File: src/rtl/arc_uarch_pkg.sv
// Shared ARC micro-architecture definitions: microword COND encodings,
// sequencer FSM states and the fetch microroutine entry address.
package arc_uarch_pkg;

  localparam logic [2:0] COND_NEXT   = 3'b000;
  localparam logic [2:0] COND_N      = 3'b001;
  localparam logic [2:0] COND_Z      = 3'b010;
  localparam logic [2:0] COND_V      = 3'b011;
  localparam logic [2:0] COND_C      = 3'b100;
  localparam logic [2:0] COND_IR13   = 3'b101;
  localparam logic [2:0] COND_JUMP   = 3'b110;
  localparam logic [2:0] COND_DECODE = 3'b111;

  typedef enum logic [1:0] {
    ST_FETCH    = 2'd0,
    ST_EXEC     = 2'd1,
    ST_WAIT_MEM = 2'd2
  } seq_state_t;

  localparam logic [10:0] ADDR_FETCH = 11'd0;

  // Opcode-dispatch entry: a 1 in the MSB, op, op3, then a 4-word slot per opcode.
  function automatic logic [10:0] decode_addr(input logic [31:0] ir);
    return {1'b1, ir[31:30], ir[24:19], 2'b00};
  endfunction

endpackage

File: src/rtl/cs_next_address.sv
// Combinational next-address mux: picks CSAddress+1, JumpAddress or the
// opcode-decode address from the microword COND field, PSR flags and IR.
module cs_next_address
  import arc_uarch_pkg::*;
#(
  parameter int DATAWIDTH_JUMPADDRESS = 11,
  parameter int DATAWIDTH_CONDITION   = 3
) (
  input  logic [DATAWIDTH_CONDITION-1:0]   i_cond,
  input  logic [DATAWIDTH_JUMPADDRESS-1:0] i_jump_addr,
  input  logic [DATAWIDTH_JUMPADDRESS-1:0] i_cs_addr,
  input  logic [3:0]                       i_psr,
  input  logic [31:0]                      i_ir,
  output logic [DATAWIDTH_JUMPADDRESS-1:0] o_next_addr
);

  logic [DATAWIDTH_JUMPADDRESS-1:0] w_incr_addr;
  logic [DATAWIDTH_JUMPADDRESS-1:0] w_decode_addr;
  logic                             w_flag_n;
  logic                             w_flag_z;
  logic                             w_flag_v;
  logic                             w_flag_c;
  logic                             w_taken;
  logic                             w_unused_ir;

  assign w_flag_n = i_psr[3];
  assign w_flag_z = i_psr[2];
  assign w_flag_v = i_psr[1];
  assign w_flag_c = i_psr[0];

  // Natural overflow of the address width gives the 2047 -> 0 wrap.
  assign w_incr_addr   = i_cs_addr + DATAWIDTH_JUMPADDRESS'(1);
  assign w_decode_addr = DATAWIDTH_JUMPADDRESS'(decode_addr(i_ir));
  assign w_unused_ir   = ^{i_ir[29:25], i_ir[18:14], i_ir[12:0]};

  always_comb begin
    w_taken = 1'b0;
    case (3'(i_cond))
      COND_N:    w_taken = w_flag_n;
      COND_Z:    w_taken = w_flag_z;
      COND_V:    w_taken = w_flag_v;
      COND_C:    w_taken = w_flag_c;
      COND_IR13: w_taken = i_ir[13];
      COND_JUMP: w_taken = 1'b1;
      default:   w_taken = 1'b0;
    endcase
  end

  always_comb begin
    o_next_addr = w_incr_addr;
    if (3'(i_cond) == COND_DECODE) begin
      o_next_addr = w_decode_addr;
    end else if (w_taken) begin
      o_next_addr = i_jump_addr;
    end
  end

endmodule

File: src/rtl/cs_address_sequencer.sv
// Microprogram sequencer: FETCH/EXEC microcycle with a WAIT_MEM stall for
// main-memory strobes; a stall that sees no ack recovers to the fetch routine.
module cs_address_sequencer
  import arc_uarch_pkg::*;
#(
  parameter int DATAWIDTH_JUMPADDRESS = 11,
  parameter int DATAWIDTH_CONDITION   = 3,
  parameter int DATAWIDTH_TIMEOUT     = 8,
  parameter int MEM_TIMEOUT_CYCLES    = 200
) (
  input  logic                             CS_ADDRESS_SEQUENCER_CLOCK_50,
  input  logic                             CS_ADDRESS_SEQUENCER_ResetInHigh_In,
  input  logic [DATAWIDTH_CONDITION-1:0]   CS_ADDRESS_SEQUENCER_Condition_InBus,
  input  logic [DATAWIDTH_JUMPADDRESS-1:0] CS_ADDRESS_SEQUENCER_JumpAddress_InBus,
  input  logic                             CS_ADDRESS_SEQUENCER_RD_In,
  input  logic                             CS_ADDRESS_SEQUENCER_WR_In,
  input  logic [31:0]                      CS_ADDRESS_SEQUENCER_IR_InBus,
  input  logic [3:0]                       CS_ADDRESS_SEQUENCER_PSR_InBus,
  input  logic                             CS_ADDRESS_SEQUENCER_MemAck_In,
  output logic [DATAWIDTH_JUMPADDRESS-1:0] CS_ADDRESS_SEQUENCER_CSAddress_OutBus,
  output logic                             CS_ADDRESS_SEQUENCER_MIRValid_Out,
  output logic                             CS_ADDRESS_SEQUENCER_Busy_Out,
  output logic                             CS_ADDRESS_SEQUENCER_MemTimeout_Out
);

  localparam logic [DATAWIDTH_TIMEOUT-1:0] TIMEOUT_LAST =
    DATAWIDTH_TIMEOUT'(MEM_TIMEOUT_CYCLES - 1);

  seq_state_t                       r_state;
  seq_state_t                       w_state_next;
  logic [DATAWIDTH_JUMPADDRESS-1:0] r_cs_addr;
  logic [DATAWIDTH_JUMPADDRESS-1:0] w_cs_addr_next;
  logic [DATAWIDTH_TIMEOUT-1:0]     r_wait_cnt;
  logic [DATAWIDTH_TIMEOUT-1:0]     w_wait_cnt_next;
  logic                             r_mem_timeout;
  logic                             w_mem_timeout_next;
  logic [DATAWIDTH_JUMPADDRESS-1:0] w_next_addr;
  logic                             w_mem_req;
  logic                             w_mem_ack;

  assign w_mem_req = CS_ADDRESS_SEQUENCER_RD_In | CS_ADDRESS_SEQUENCER_WR_In;
  assign w_mem_ack = CS_ADDRESS_SEQUENCER_MemAck_In;

  cs_next_address #(
    .DATAWIDTH_JUMPADDRESS (DATAWIDTH_JUMPADDRESS),
    .DATAWIDTH_CONDITION   (DATAWIDTH_CONDITION)
  ) u_next_address (
    .i_cond      (CS_ADDRESS_SEQUENCER_Condition_InBus),
    .i_jump_addr (CS_ADDRESS_SEQUENCER_JumpAddress_InBus),
    .i_cs_addr   (r_cs_addr),
    .i_psr       (CS_ADDRESS_SEQUENCER_PSR_InBus),
    .i_ir        (CS_ADDRESS_SEQUENCER_IR_InBus),
    .o_next_addr (w_next_addr)
  );

  always_comb begin
    w_state_next       = r_state;
    w_cs_addr_next     = r_cs_addr;
    w_wait_cnt_next    = r_wait_cnt;
    w_mem_timeout_next = 1'b0;
    case (r_state)
      ST_FETCH: begin
        w_state_next = ST_EXEC;
      end
      ST_EXEC: begin
        // An ack already present in EXEC completes the access with no stall.
        if (w_mem_req && !w_mem_ack) begin
          w_state_next    = ST_WAIT_MEM;
          w_wait_cnt_next = '0;
        end else begin
          w_state_next   = ST_FETCH;
          w_cs_addr_next = w_next_addr;
        end
      end
      ST_WAIT_MEM: begin
        // Ack is tested first so a late ack on the final cycle still counts.
        if (w_mem_ack) begin
          w_state_next   = ST_FETCH;
          w_cs_addr_next = w_next_addr;
        end else if (r_wait_cnt == TIMEOUT_LAST) begin
          w_state_next       = ST_FETCH;
          w_cs_addr_next     = DATAWIDTH_JUMPADDRESS'(ADDR_FETCH);
          w_mem_timeout_next = 1'b1;
        end else begin
          w_wait_cnt_next = r_wait_cnt + DATAWIDTH_TIMEOUT'(1);
        end
      end
      default: begin
        w_state_next = ST_FETCH;
      end
    endcase
  end

  always_ff @(posedge CS_ADDRESS_SEQUENCER_CLOCK_50) begin
    if (CS_ADDRESS_SEQUENCER_ResetInHigh_In) begin
      r_state       <= ST_FETCH;
      r_cs_addr     <= DATAWIDTH_JUMPADDRESS'(ADDR_FETCH);
      r_wait_cnt    <= '0;
      r_mem_timeout <= 1'b0;
    end else begin
      r_state       <= w_state_next;
      r_cs_addr     <= w_cs_addr_next;
      r_wait_cnt    <= w_wait_cnt_next;
      r_mem_timeout <= w_mem_timeout_next;
    end
  end

  assign CS_ADDRESS_SEQUENCER_CSAddress_OutBus = r_cs_addr;
  assign CS_ADDRESS_SEQUENCER_MIRValid_Out     = (r_state == ST_EXEC);
  assign CS_ADDRESS_SEQUENCER_Busy_Out         = (r_state == ST_WAIT_MEM);
  assign CS_ADDRESS_SEQUENCER_MemTimeout_Out   = r_mem_timeout;

endmodule

File: config.mk
export PLATFORM = sky130hd
export DESIGN_NAME = cs_address_sequencer
export DESIGN_NICKNAME = d
export VERILOG_FILES = /design/src/rtl/arc_uarch_pkg.sv /design/src/rtl/cs_next_address.sv /design/src/rtl/cs_address_sequencer.sv
export SDC_FILE = /design/constraint.sdc
export NUM_CORES = 1
export LEC_CHECK = 0
export CELL_PAD_IN_SITES_DETAIL_PLACEMENT = 1
export CELL_PAD_IN_SITES_GLOBAL_PLACEMENT = 1
export CORE_ASPECT_RATIO = 0.75
export CORE_MARGIN = 1.5
export CORE_UTILIZATION = 43
export CTS_BUF_LIST = sky130_fd_sc_hd__clkbuf_16
export DETAILED_ROUTE_END_ITERATION = 7
export DONT_BUFFER_PORTS = 1
export PLACE_DENSITY = 0.84
export SLEW_MARGIN = 20
export SYNTH_ARGS = -nofsm -noshare
export SYNTH_HDL_FRONTEND = slang
export SYNTH_SLANG_ARGS = --single-unit
File: constraint.sdc
create_clock -name CS_ADDRESS_SEQUENCER_CLOCK_50 -period 1.8 [get_ports CS_ADDRESS_SEQUENCER_CLOCK_50]
set_input_delay 0.27 -clock CS_ADDRESS_SEQUENCER_CLOCK_50 [delete_from_list [all_inputs] [get_ports CS_ADDRESS_SEQUENCER_CLOCK_50]]
set_output_delay 0.27 -clock CS_ADDRESS_SEQUENCER_CLOCK_50 [all_outputs]
set_load 0.02 [all_outputs]
Word level (Yosys, flattened, before mapping)
Index checks and enable logic that the tools add are counted.
- muxes and demuxes: 16
- bitwise operators: 2
- reductions and logical operators: 7
- add/sub/neg operators: 2
- equality and inequality tests: 15
- operators with widths (kind ; count):
    11-bit 2-to-1 mux ; 5
    8-bit 2-to-1 mux ; 3
    11-bit one-hot mux with 2 select lines ; 1
    8-bit one-hot mux with 2 select lines ; 1
    3-bit equality test, second input constant ; 4
    11-bit by 1-bit adder with 11-bit output, second input constant ; 1
    8-bit by 1-bit adder with 8-bit output, second input constant ; 1
    8-bit equality test, second input constant ; 1
    3-bit by 2-bit equality test with 1-bit output, second input constant ; 2
    2-bit 2-to-1 mux ; 3
    2-bit inequality test, second input constant ; 3
    1-bit one-hot mux with 6 select lines ; 1
    2-bit one-hot mux with 3 select lines ; 1
    4-bit AND reduction ; 1
    3-bit by 1-bit equality test with 1-bit output, second input constant ; 1
    3-bit by 2-bit inequality test with 1-bit output, second input constant ; 1
    3-bit AND reduction ; 1
    3-bit OR reduction ; 1
    2-bit by 1-bit equality test with 1-bit output, second input constant ; 1
    2-bit equality test, second input constant ; 1
    2-bit logical NOT ; 1
    2-bit by 1-bit inequality test with 1-bit output, second input constant ; 1
    2-bit nonzero test ; 1
    1-bit logical AND ; 1
    other kinds (4) ; 4
- output and inout bits: 14
- logic and storage cells: 46
- flip-flop bits (word level): 22
- input bits: 55

Logic depth before layout (Yosys ltp)
Gate-level depths: netlist of run 1.
- depth after elaboration: 6
- mapped depth: 7
- mapped depth without buffers: 6

Modules after synthesis
A second synthesis of run 1 with hierarchy kept.
- cells, all modules: 179
- area total of the unflattened synthesis: 1498.9 um^2
- modules (own cells, without submodules) (module ; sequential area each (um^2) ; times used ; area each (um^2) ; cells each):
    cs_address_sequencer ; 440.4 ; 1 ; 1034.7 ; 114
    cs_next_address ; 0.0 ; 1 ; 464.2 ; 65

Worst setup path after synthesis of run 1
Ideal clock, no wire load.
- path type: register -> register
- from: reg r_wait_cnt[0]
- to: reg r_wait_cnt[2]
- path buffers: 0
- library setup time: 130 ps
- setup slack: 178 ps
- data arrival time: 1492 ps
- data required time: 1670 ps
- stages on the path, launching flop included: 7
- period minus slack after synthesis: 1622 ps
- cell sequence: dfxtp_1 ha_1 nand4_1 o41ai_4 a211oi_1 xnor2_1 nor2_1
- word-level cells in the longest chain between the ends: 4
- elaborated cells between the ends (all ways): 7
- those cells by class: 1 x add/sub; 2 x eq/ne; 3 x mux; 1 x reduce/logical
- ends and longest elaborated chain (element ; RTL line ; RTL):
    from (decl) ; cs_address_sequencer.sv:33 ; logic [DATAWIDTH_TIMEOUT-1:0] r_wait_cnt;
    from (signal assigned) ; cs_address_sequencer.sv:103 ; r_wait_cnt <= w_wait_cnt_next;
    8-bit by 1-bit adder with 8-bit output ; cs_address_sequencer.sv:85 ; w_wait_cnt_next = r_wait_cnt + DATAWIDTH_TIMEOUT'(1);
    8-bit 2-to-1 mux ; cs_address_sequencer.sv:80 ; end else if (r_wait_cnt == TIMEOUT_LAST) begin
    8-bit 2-to-1 mux ; cs_address_sequencer.sv:77 ; if (w_mem_ack) begin
    8-bit one-hot mux with 2 select lines ; cs_address_sequencer.sv:61 ; case (r_state)
Several ways; a longest one is shown, not always the timed one. The select of a mux whose other input is x is not followed.
A chain may end at the register's enable or synchronous reset.

Worst setup path in the final report of run 1
- from: reg r_wait_cnt[1]
- to: reg r_cs_addr[10], in the netlist CS_ADDRESS_SEQUENCER_CSAddress_OutBus[10]
- word-level cells in the longest chain between the ends: 3
- ends and longest elaborated chain (element ; RTL line ; RTL):
    8-bit equality test ; cs_address_sequencer.sv:80 ;
    3-bit by 2-bit inequality test with 1-bit output (no source line) ; - ;
    3-bit AND reduction (no source line) ; - ;
    to (signal assigned) ; cs_address_sequencer.sv:97 ; r_cs_addr <= DATAWIDTH_JUMPADDRESS'(ADDR_FETCH);
    to (signal assigned) ; cs_address_sequencer.sv:102 ; r_cs_addr <= w_cs_addr_next;
    to (decl) ; cs_address_sequencer.sv:31 ; logic [DATAWIDTH_JUMPADDRESS-1:0] r_cs_addr;
No other way between the ends.

==> results of run 1 <==
[power by group through the flow]
stage	clock network, mW	logic, mW	registers [mW]
global placement	0	0.166	0.543
detailed placement	0	0.178	0.544
global route	0.512	0.208	0.538
finish	0.477	0.193	0.536
floorplan	0	0.115	0.555
CTS	0.492	0.179	0.534
[layer usage]
layer	up-vias	GRT usage [%]	share of wire (%)
li1	575	-	-
met1	581	28.7	46
met2	29	39.3	50
met3	2	5.95	4.4
met4	0	6.12	0.18
met5	-	0	0
[worst max-delay path, delay by kind of cell, from the launching register on]
kind | cells | cell delay [ns]
compound gates | 3 | 0.38
fa+ha+maj | 1 | 0.14
buf+inv | 1 | 0.17
flops | 1 | 0.37
simple gates | 2 | 0.54
[kinds of logic (layout without fill, tap and decap cells)]
group | count (synthesis) | count (layout) | synth area share (%)
flops | 22 | 22 | 33.6
xor+xnor | 15 | 15 | 10.0
buf+inv | 8 | 25 | 3.05
compound gates | 39 | 39 | 23.5
fa+ha+maj | 2 | 2 | 1.91
mux | 12 | 12 | 9.16
simple gates | 48 | 48 | 18.8
[worst max path at each step]
stage                     cells after the start  slack, ns                                   endpoint           from
after floorplan                               6       0.18                              r_wait_cnt[2]  r_wait_cnt[0]
after global placement                        7      -0.02  CS_ADDRESS_SEQUENCER_CSAddress_OutBus[10]  r_wait_cnt[1]
after detailed placement                      6      -0.07   CS_ADDRESS_SEQUENCER_CSAddress_OutBus[9]     r_state[1]
after CTS                                     7       0.04   CS_ADDRESS_SEQUENCER_CSAddress_OutBus[9]  r_wait_cnt[1]
after global routing                          7      -0.04  CS_ADDRESS_SEQUENCER_CSAddress_OutBus[10]  r_wait_cnt[1]
final                                         7       0.06  CS_ADDRESS_SEQUENCER_CSAddress_OutBus[10]  r_wait_cnt[1]
[stage by stage]
step	instances	power, mW	instance area, um^2	setup slack, ns
after global placement	195	0.709	1450	-0.0227
final	201	1.21	1620	0.0578
after floorplan	146	0.669	1310	0.178
after CTS	199	1.20	1530	0.0396
after global routing	201	1.26	1620	-0.0439
after detailed placement	195	0.722	1450	-0.0651
[cell type report]
| type | count | share of cell area (%) |
|---|---|---|
| clock buffer | 3 | 4.65 |
| tap | 38 | 2.94 |
| inverter | 4 | 0.930 |
| sequential | 22 | 27.4 |
| multi-input combinational | 116 | 55.5 |
| timing repair buffer | 17 | 8.37 |
| clock inverter | 1 | 0.232 |
[cell usage in the layout, fill, tap and decap left out, types with 2 or more instances in the layout]
cell,instances
sky130_fd_sc_hd__nand3_1,5
sky130_fd_sc_hd__nand4_1,3
sky130_fd_sc_hd__nor2_1,11
sky130_fd_sc_hd__nand2_1,9
sky130_fd_sc_hd__mux2i_1,12
sky130_fd_sc_hd__dfxtp_2,2
sky130_fd_sc_hd__xor2_1,3
sky130_fd_sc_hd__a21oi_2,2
sky130_fd_sc_hd__a22oi_1,4
sky130_fd_sc_hd__a22oi_2,4
sky130_fd_sc_hd__buf_6,2
sky130_fd_sc_hd__nor3_1,5
sky130_fd_sc_hd__xnor2_1,12
sky130_fd_sc_hd__inv_1,4
sky130_fd_sc_hd__clkbuf_16,3
sky130_fd_sc_hd__o21ai_1,11
sky130_fd_sc_hd__and2_1,2
sky130_fd_sc_hd__a211oi_1,5
sky130_fd_sc_hd__o21ai_2,2
sky130_fd_sc_hd__a2111oi_2,2
sky130_fd_sc_hd__buf_4,15
sky130_fd_sc_hd__dfxtp_1,20
[cells in the mapped netlist (2+ instances only)]
library cell                count
sky130_fd_sc_hd__nand4_1        3
sky130_fd_sc_hd__nor4_1         2
sky130_fd_sc_hd__mux2i_1       12
sky130_fd_sc_hd__nor3_1         5
sky130_fd_sc_hd__inv_1          4
sky130_fd_sc_hd__nand2_1        9
sky130_fd_sc_hd__dfxtp_1       22
sky130_fd_sc_hd__nand3_1        5
sky130_fd_sc_hd__a211oi_1       5
sky130_fd_sc_hd__xor2_1         3
sky130_fd_sc_hd__nor2_1        12
sky130_fd_sc_hd__a22oi_1        8
sky130_fd_sc_hd__a2111oi_2      2
sky130_fd_sc_hd__a21oi_1        2
sky130_fd_sc_hd__o21ai_1       11
sky130_fd_sc_hd__ha_1           2
sky130_fd_sc_hd__and2_1         2
sky130_fd_sc_hd__xnor2_1       12
sky130_fd_sc_hd__buf_2          2
[registers in the layout, summed over array words and instances (netlist names)]
register                               cells
CS_ADDRESS_SEQUENCER_CSAddress_OutBus     11
CS_ADDRESS_SEQUENCER_MemTimeout_Out        1
r_state                                    2
r_wait_cnt                                 8
[repair_timing]
action                                 CTS  global route
buffers inserted                         0             1
setup endpoints to repair                9            10
cloned                                   0             1
resized for setup                        2            20
pin swaps                                0             4
endpoints found under the hold margin    0             0
==> results.env, run 1 <==
OUTCOME='finished, final reports clean'
R2R_START='r_wait_cnt[1]'
PERIOD_NEEDED_NS=1.74
CTS.REPORTEDPATHS.CLKPINSLEW_NS=0.06
PORTBUFFERS=0
NETS=221
SETUP_TOTAL_NEGATIVE_SLACK_NS=0
POWER.SHARE.CLOCK_PCT=39.5
SYNTH_NETS=203
TOTAL_LEAKAGE_POWER_nW=0.556
TIMING.REG2REG.SETUP_SLACK_NS=0.06
POWER.INTERNAL_mW=0.887
SYNTH-SEQ-CELLS=22
MULTI_INPUT_AREA_UM2=896
RELSLEWSLACK_PCT=63.8
DRT_DRC_VIOLATIONS_LEFT=0
POSTSYNTHCELLCOUNT=146
CTSHOLDBUFFERS=0
FINAL_CRITICAL_PATH_SHARE_OF_THE_CLOCK_PERIOD_PCT=96.8
SETUP_VIOL=0
ANTENNA_FOUND_INITIAL=0
CLOCK_TREE.HTREE_LEVEL_COUNT=1
DP.FINAL_HPWL_UM=2840
MAX_CAP_VIOL_COUNT=0
AVGROUTEDWIREPERCELL_UM=18.9
P_SW_SHARE_PCT=26.5
CRITICAL-PATH-SLOWEST-CELL='sky130_fd_sc_hd__dfxtp_2'
NETLIST.TOP_CELL.BY_AREA='sky130_fd_sc_hd__dfxtp_1'
CRITPATHMAXSTAGEDELAY_NS=0.37
MIN_TO='r_wait_cnt[1]'
ROUTE.ANTENNA.REMAINING_NETS=0
SHARE_SEQ_OF_TOTAL_POWER_PCT=44.4
SYNTH_ASYNC_SR_FLOP_SHARE_PCT=0
POSTLAYOUTCOREUTIL_PCT=55.4
FLOORPLAN.DIE.WIDTH_UM=66.8
BOUNDARYPINS=69
AREA_GROWTH_SYN_TO_LAYOUT_PCT=23.2
CP.REQUIRED_NS=1.91
WORSTPATHARRIVAL_NS=1.86
CTS_TREE='built'
P_PER_AREA_nW_PER_UM2=747
AREA_OF_THE_CORE_UM2=2910
HOLD-WORST-SLACK_NS=0.0708
AVGSYNTHCELLAREA_UM2=8.98
ANTENNA_CELLS=0
SYNTH_AREA_LEADERS='sky130_fd_sc_hd__dfxtp_1 (34%), sky130_fd_sc_hd__mux2i_1 (9.2%), sky130_fd_sc_hd__xnor2_1 (8.0%)'
LARGEST_NET_DEGREE_AT_THE_START_OF_GLOBAL_ROUTING=13
SYNTH_SEQUENTIAL_AREA_RATIO_PCT=33.6
GRT_OVERFLOW_TOTAL=0
DETAILEDROUTE.FIRSTPASSITERATIONCOUNT=4
SYNTH_CELL_TYPES=42
DIE_Y_UM=50.8
RR_ENDPOINT='CS_ADDRESS_SEQUENCER_CSAddress_OutBus[10]'
CRIT_PATH_END_KIND='register'
ROUTE.VIAS.TOTAL=1187
CRIT_FANOUT=6
WL_UM=3810
WORST_SLEW_PIN_SLEW_NS=0.544
WORST_IR_DROP_VDD_mV=0.355
GLOBALROUTETOTALUTIL_PCT=23.0
ELEMENT_TYPE_AT_THE_CRITICAL_PATH_START='register'
CLOCK_INSERTION_DELAY_WORST_SKEW_NS=0.25
CLOCK-SINKS=22
FMAX_MHz=574
ROWS=17
YOSYSWARNINGCOUNT=0
POWER.NET_SWITCHING_mW=0.320
COMBPWRFRAC_PCT=16.0
CLK_ROOT_BUF='sky130_fd_sc_hd__clkbuf_16'
LAYOUT.FILLER_CELLS=339
NUMCTSBUFFERS=3
HOLD_VIOL_FINAL=0
PLACE_CONGESTION=0.752
FLOORPLAN.DIE_AREA_UM2=3390
HOLD_PATH_STARTPOINT='CS_ADDRESS_SEQUENCER_ResetInHigh_In'
GRT_PASS1_WL_UM=5840
POST_SYNTH_INSTANCE_AREA_UM2=1310
WORST_R2R_PATH_DEPTH=7
FLOORPLAN.INITIALDENSITY_PCT=45.0
PATH_CELLS='ha_4 > nand4_1 > nor4_4 > a21oi_2 > buf_6 > o21ai_2 > o211ai_1'
MIN_PATH_CELLS=1
STARTING_DRC_COUNT_IN_DETAILED_ROUTING=23
FINAL_LAYOUT_SIZE_SUFFIX_GT1_SHARE_PCT=25.8
REPORT.FINAL.SLEW_VIOL_COUNT=0
RSZ_0062_RAISED_AFTER_GLOBAL_ROUTING='yes'
NETLIST.AREA_LEADER.SHARE_PCT=33.6
SYNTH-EDFF-COUNT=0
FINAL-SEQ-AREA_UM2=443
DOMINANTREGCELLSYNTH='sky130_fd_sc_hd__dfxtp_1'
CLOCK_TREE.BUFFER_DEPTH=2
CLOCK_SKEW_NS=0.00129
GRT_PASS1_VIAS=1267
AVERAGE_VIAS_PER_PLACED_INSTANCE=5.91
TIMING_WORST_SETUP_PATH_TYPE='reg -> reg'
MIN_PATH_TYPE='in -> reg'
Power figures use the tool's default switching activity.
==> inputs of run 2 (changes only) <==
--- a/config.mk
+++ b/config.mk
@@ -5,15 +5,16 @@
 export SDC_FILE = /design/constraint.sdc
 export NUM_CORES = 1
 export LEC_CHECK = 0
+export ABC_AREA = 1
 export CELL_PAD_IN_SITES_DETAIL_PLACEMENT = 1
 export CELL_PAD_IN_SITES_GLOBAL_PLACEMENT = 1
 export CORE_ASPECT_RATIO = 0.75
 export CORE_MARGIN = 1.5
-export CORE_UTILIZATION = 43
+export CORE_UTILIZATION = 41
 export CTS_BUF_LIST = sky130_fd_sc_hd__clkbuf_16
 export DETAILED_ROUTE_END_ITERATION = 7
 export DONT_BUFFER_PORTS = 1
-export PLACE_DENSITY = 0.84
+export PLACE_DENSITY = 0.86
 export SLEW_MARGIN = 20
 export SYNTH_ARGS = -nofsm -noshare
 export SYNTH_HDL_FRONTEND = slang
==> run 2 against run 1 <==
- combinational power up 27%
- final area up 7.4%
- clock-buffer cell count unchanged
- first-iteration DRC count up 140%
- sequential power down 2%
- critical path type unchanged
- largest cell class unchanged
==> results.env, run 2 <==
NUMCTSBUFFERS=3
RSZ_0062_RAISED_AFTER_GLOBAL_ROUTING='no'
SYNTH_XOR_XNOR_AREA_SHARE_PCT=2.86
DP.FINAL_HPWL_UM=3360
CTS_SETUP_BUFFERS=0
SYNTH-SIMPLE-AREA-SHARE_PCT=43.1
TIMING_WORST_SETUP_PATH_TYPE='reg -> reg'
HOLD-WORST-SLACK_NS=0.0695
NETLIST.TOP_CELL.BY_AREA='sky130_fd_sc_hd__dfxtp_1'
CTS_REPAIR_RESIZE_COUNT=0
PATH_CELLS='ha_1 > nand3_1 > nand2_1 > nand2_1 > nand2_1 > a21oi_2'
AVGROUTEDWIREPERCELL_UM=14.2
AREA_OF_THE_CORE_UM2=3610
CRIT_FANOUT=11
OUTCOME='finished, final reports clean'
LARGEST_REGISTER_FFS=11
POST_SYNTH_INSTANCE_AREA_UM2=1530
DESIGN_AREA_UM2=1730
AREA_GROWTH_SYN_TO_LAYOUT_PCT=13.1
LARGEST_NET_DEGREE_AT_THE_START_OF_GLOBAL_ROUTING=19
SYNTH-EDFF-COUNT=0
LAYOUT_COMMON_CELLS='sky130_fd_sc_hd__nand2_1 (74), sky130_fd_sc_hd__inv_1 (32), sky130_fd_sc_hd__nor2_1 (28), sky130_fd_sc_hd__dfxtp_1 (22), sky130_fd_sc_hd__nand3_1 (17)'
NETS=313
GLOBALROUTETOTALUTIL_PCT=22.6
GR-MAX-USAGE-LAYER='met2'
CP.REQUIRED_NS=1.94
POST-PLACE-WS_NS=0.296
GRT_OVERFLOW_TOTAL=0
FMAX_MHz=648
FINAL_CRITICAL_PATH_SETUP_SLACK_NS=0.258
SYNTH_NETS=302
P_PER_AREA_nW_PER_UM2=718
WORST_R2R_PATH_DEPTH=6
PERIOD_NEEDED_NS=1.54
SYNTH_TOP_FAMILY_BY_AREA='simple AND/OR/NAND/NOR gates'
POWER.SHARE.CLOCK_PCT=38.0
MIN_TO='CS_ADDRESS_SEQUENCER_CSAddress_OutBus[2]'
SYNTH_ASYNC_SR_FLOP_SHARE_PCT=0
ANTENNA_FOUND_INITIAL=0
CLK_ROOT_BUF='sky130_fd_sc_hd__clkbuf_16'
SETUP_TOTAL_NEGATIVE_SLACK_NS=0
POWER.INTERNAL_mW=0.889
TIMING.REG2REG.SETUP_SLACK_NS=0.26
YOSYSMOSTFREQUENTCELL='sky130_fd_sc_hd__nand2_1'
CTS_TREE='built'
YOSYSWARNINGCOUNT=0
STDCELL_COUNT=307
ROUTE.VIAS.TOTAL=1573
GRT_PASS1_VIAS=1605
CRIT_PATH_END_KIND='register'
NETLIST.AREA_LEADER.SHARE_PCT=28.7
WORSTPATHARRIVAL_NS=1.69
POSTLAYOUTCOREUTIL_PCT=48.0
SYNTH_SEQUENTIAL_AREA_RATIO_PCT=28.7
DOMINANTREGCELLSYNTH='sky130_fd_sc_hd__dfxtp_1'
FLOORPLAN.DIE.WIDTH_UM=73.6
ROUTE.ANTENNA.REMAINING_NETS=0
MOST_COMMON_CELL_AFTER_LAYOUT_FILL_AND_TAPS_ASIDE='sky130_fd_sc_hd__nand2_1'
PORTBUFFERS=0
REPORT.FINAL.SLEW_VIOL_COUNT=0
ELEMENT_TYPE_AT_THE_CRITICAL_PATH_START='register'
COMBPWRFRAC_PCT=19.7
MIN_PATH_TYPE='in -> reg'
FINALPOWER_mW=1.25
CRITPATHMAXSTAGEDELAY_NS=0.36
CLOCK_TREE.BUFFER_DEPTH=2
POSTSYNTHCELLCOUNT=245
WORST_IR_DROP_VDD_mV=0.511
SYNTH_AREA_LEADERS='sky130_fd_sc_hd__dfxtp_1 (29%), sky130_fd_sc_hd__nand2_1 (18%), sky130_fd_sc_hd__inv_1 (7.8%)'
SYNTH-ADDER-AREA-SHARE_PCT=1.63
SYNTH_CELL_TYPES=28
SHARE_SEQ_OF_TOTAL_POWER_PCT=42.3
FLOORPLAN.DIE_AREA_UM2=4120
GRT_PASS1_WL_UM=7250
POWER.NET_SWITCHING_mW=0.357
GLOBALROUTEMET2UTIL_PCT=36.9
RR_ENDPOINT='CS_ADDRESS_SEQUENCER_CSAddress_OutBus[1]'
AVGSYNTHCELLAREA_UM2=6.26
DRT_DRC_VIOLATIONS_LEFT=0
CLOCK_SKEW_NS=0.00320
RELSLEWSLACK_PCT=72.8
FLOORPLAN.INITIALDENSITY_PCT=42.4
SETUP_VIOL=0
DETAILEDROUTE.FIRSTPASSITERATIONCOUNT=4
MIN_PATH_CELLS=1
P_SW_SHARE_PCT=28.7
SYNTH-SEQ-CELLS=22
MAX_CAP_VIOL_COUNT=0
CLOCK-SINKS=22
PLACE_CONGESTION=0.794
FINAL_CRITICAL_PATH_SHARE_OF_THE_CLOCK_PERIOD_PCT=85.7
MET3_USAGE_PCT=5.43
CTS.REPORTEDPATHS.CLKPINSLEW_NS=0.06
MUXSHAREOFSYNTHAREA_PCT=0
HOLD_VIOL_FINAL=0
DIE_Y_UM=56.0
HOLD_PATH_STARTPOINT='CS_ADDRESS_SEQUENCER_ResetInHigh_In'
CRIT_PATH_FREQUENT_CELL='sky130_fd_sc_hd__nand2_1'
ANTENNA_CELLS=0
ROWS=19
BOUNDARYPINS=69
GRT_USE_MET1_PCT=30.1
CRITICAL-PATH-SLOWEST-CELL='sky130_fd_sc_hd__dfxtp_1'
WL_UM=4350
STARTING_DRC_COUNT_IN_DETAILED_ROUTING=56
TOTAL_LEAKAGE_POWER_nW=0.763
AVERAGE_VIAS_PER_PLACED_INSTANCE=5.12
POSTPLACECELLAREA_UM2=1660
FINAL_LAYOUT_SIZE_SUFFIX_GT1_SHARE_PCT=14.9
CTSHOLDBUFFERS=0
CLOCK_TREE.HTREE_LEVEL_COUNT=1
R2R_START='r_wait_cnt[1]'
SYNTH_COMPOUND_AREA_SHARE_PCT=13.7
WORST_SLEW_PIN_SLEW_NS=0.407
SYNTH.TOP_CELLS.BY_COUNT='sky130_fd_sc_hd__nand2_1 (74), sky130_fd_sc_hd__inv_1 (32), sky130_fd_sc_hd__nor2_1 (28)'
PLACE.DETAILED.INSTANCES=303
CLOCK_INSERTION_DELAY_WORST_SKEW_NS=0.25
run 2: logic make-up (layout without fill, tap and decap cells):
logic type                 Yosys count  after routing
and+or+nand+nor                    146            146
buffers and inverters               38             48
AOI/OAI and AO/OA                   32             32
DFF                                 22             22
xor gates and xnor gates             5              5
adders and majority gates            2              2
run 2: cell type report:
type | instances | area [um^2]
Fill cell | 507 | 1880
Multi-Input combinational cell | 185 | 940
Sequential cell | 22 | 440
Inverter | 32 | 120
Timing Repair Buffer | 12 | 90.1
Clock buffer | 3 | 75.1
Tap cell | 52 | 65.1
Clock inverter | 1 | 3.75
run 2: critical path: cells and delay by family (launching register included):
kind | cells | cell delay, ns
DFF | 1 | 0.36
adders and majority gates | 1 | 0.26
AOI/OAI and AO/OA | 1 | 0.07
and+or+nand+nor | 4 | 0.74
run 2: per-layer routing:
layer,vias to the layer above,part of all wire (%)
met5,-,0
met4,0,1.2
met3,6,4.8
met2,36,46
met1,733,48
li1,798,-
run 2: power by group through the flow:
stage / clock, mW / sequential (mW) / combinational (mW)
finish: 0.474 / 0.527 / 0.245
detailed placement: 0 / 0.537 / 0.246
floorplan: 0 / 0.558 / 0.165
CTS: 0.479 / 0.527 / 0.247
global placement: 0 / 0.536 / 0.236
global route: 0.510 / 0.530 / 0.272
run 2: how the worst max path moves through the flow:
stage	depth (start not counted)	startpoint	to	slack (ns)
final	6	r_wait_cnt[1]	CS_ADDRESS_SEQUENCER_CSAddress_OutBus[1]	0.26
after global routing	6	r_wait_cnt[1]	CS_ADDRESS_SEQUENCER_CSAddress_OutBus[2]	0.10
after CTS	9	r_state[0]	CS_ADDRESS_SEQUENCER_CSAddress_OutBus[8]	0.27
after detailed placement	6	r_wait_cnt[1]	CS_ADDRESS_SEQUENCER_CSAddress_OutBus[2]	0.30
after global placement	6	r_wait_cnt[1]	CS_ADDRESS_SEQUENCER_CSAddress_OutBus[1]	0.35
after floorplan	8	CS_ADDRESS_SEQUENCER_CSAddress_OutBus[0]	CS_ADDRESS_SEQUENCER_CSAddress_OutBus[6]	0.29
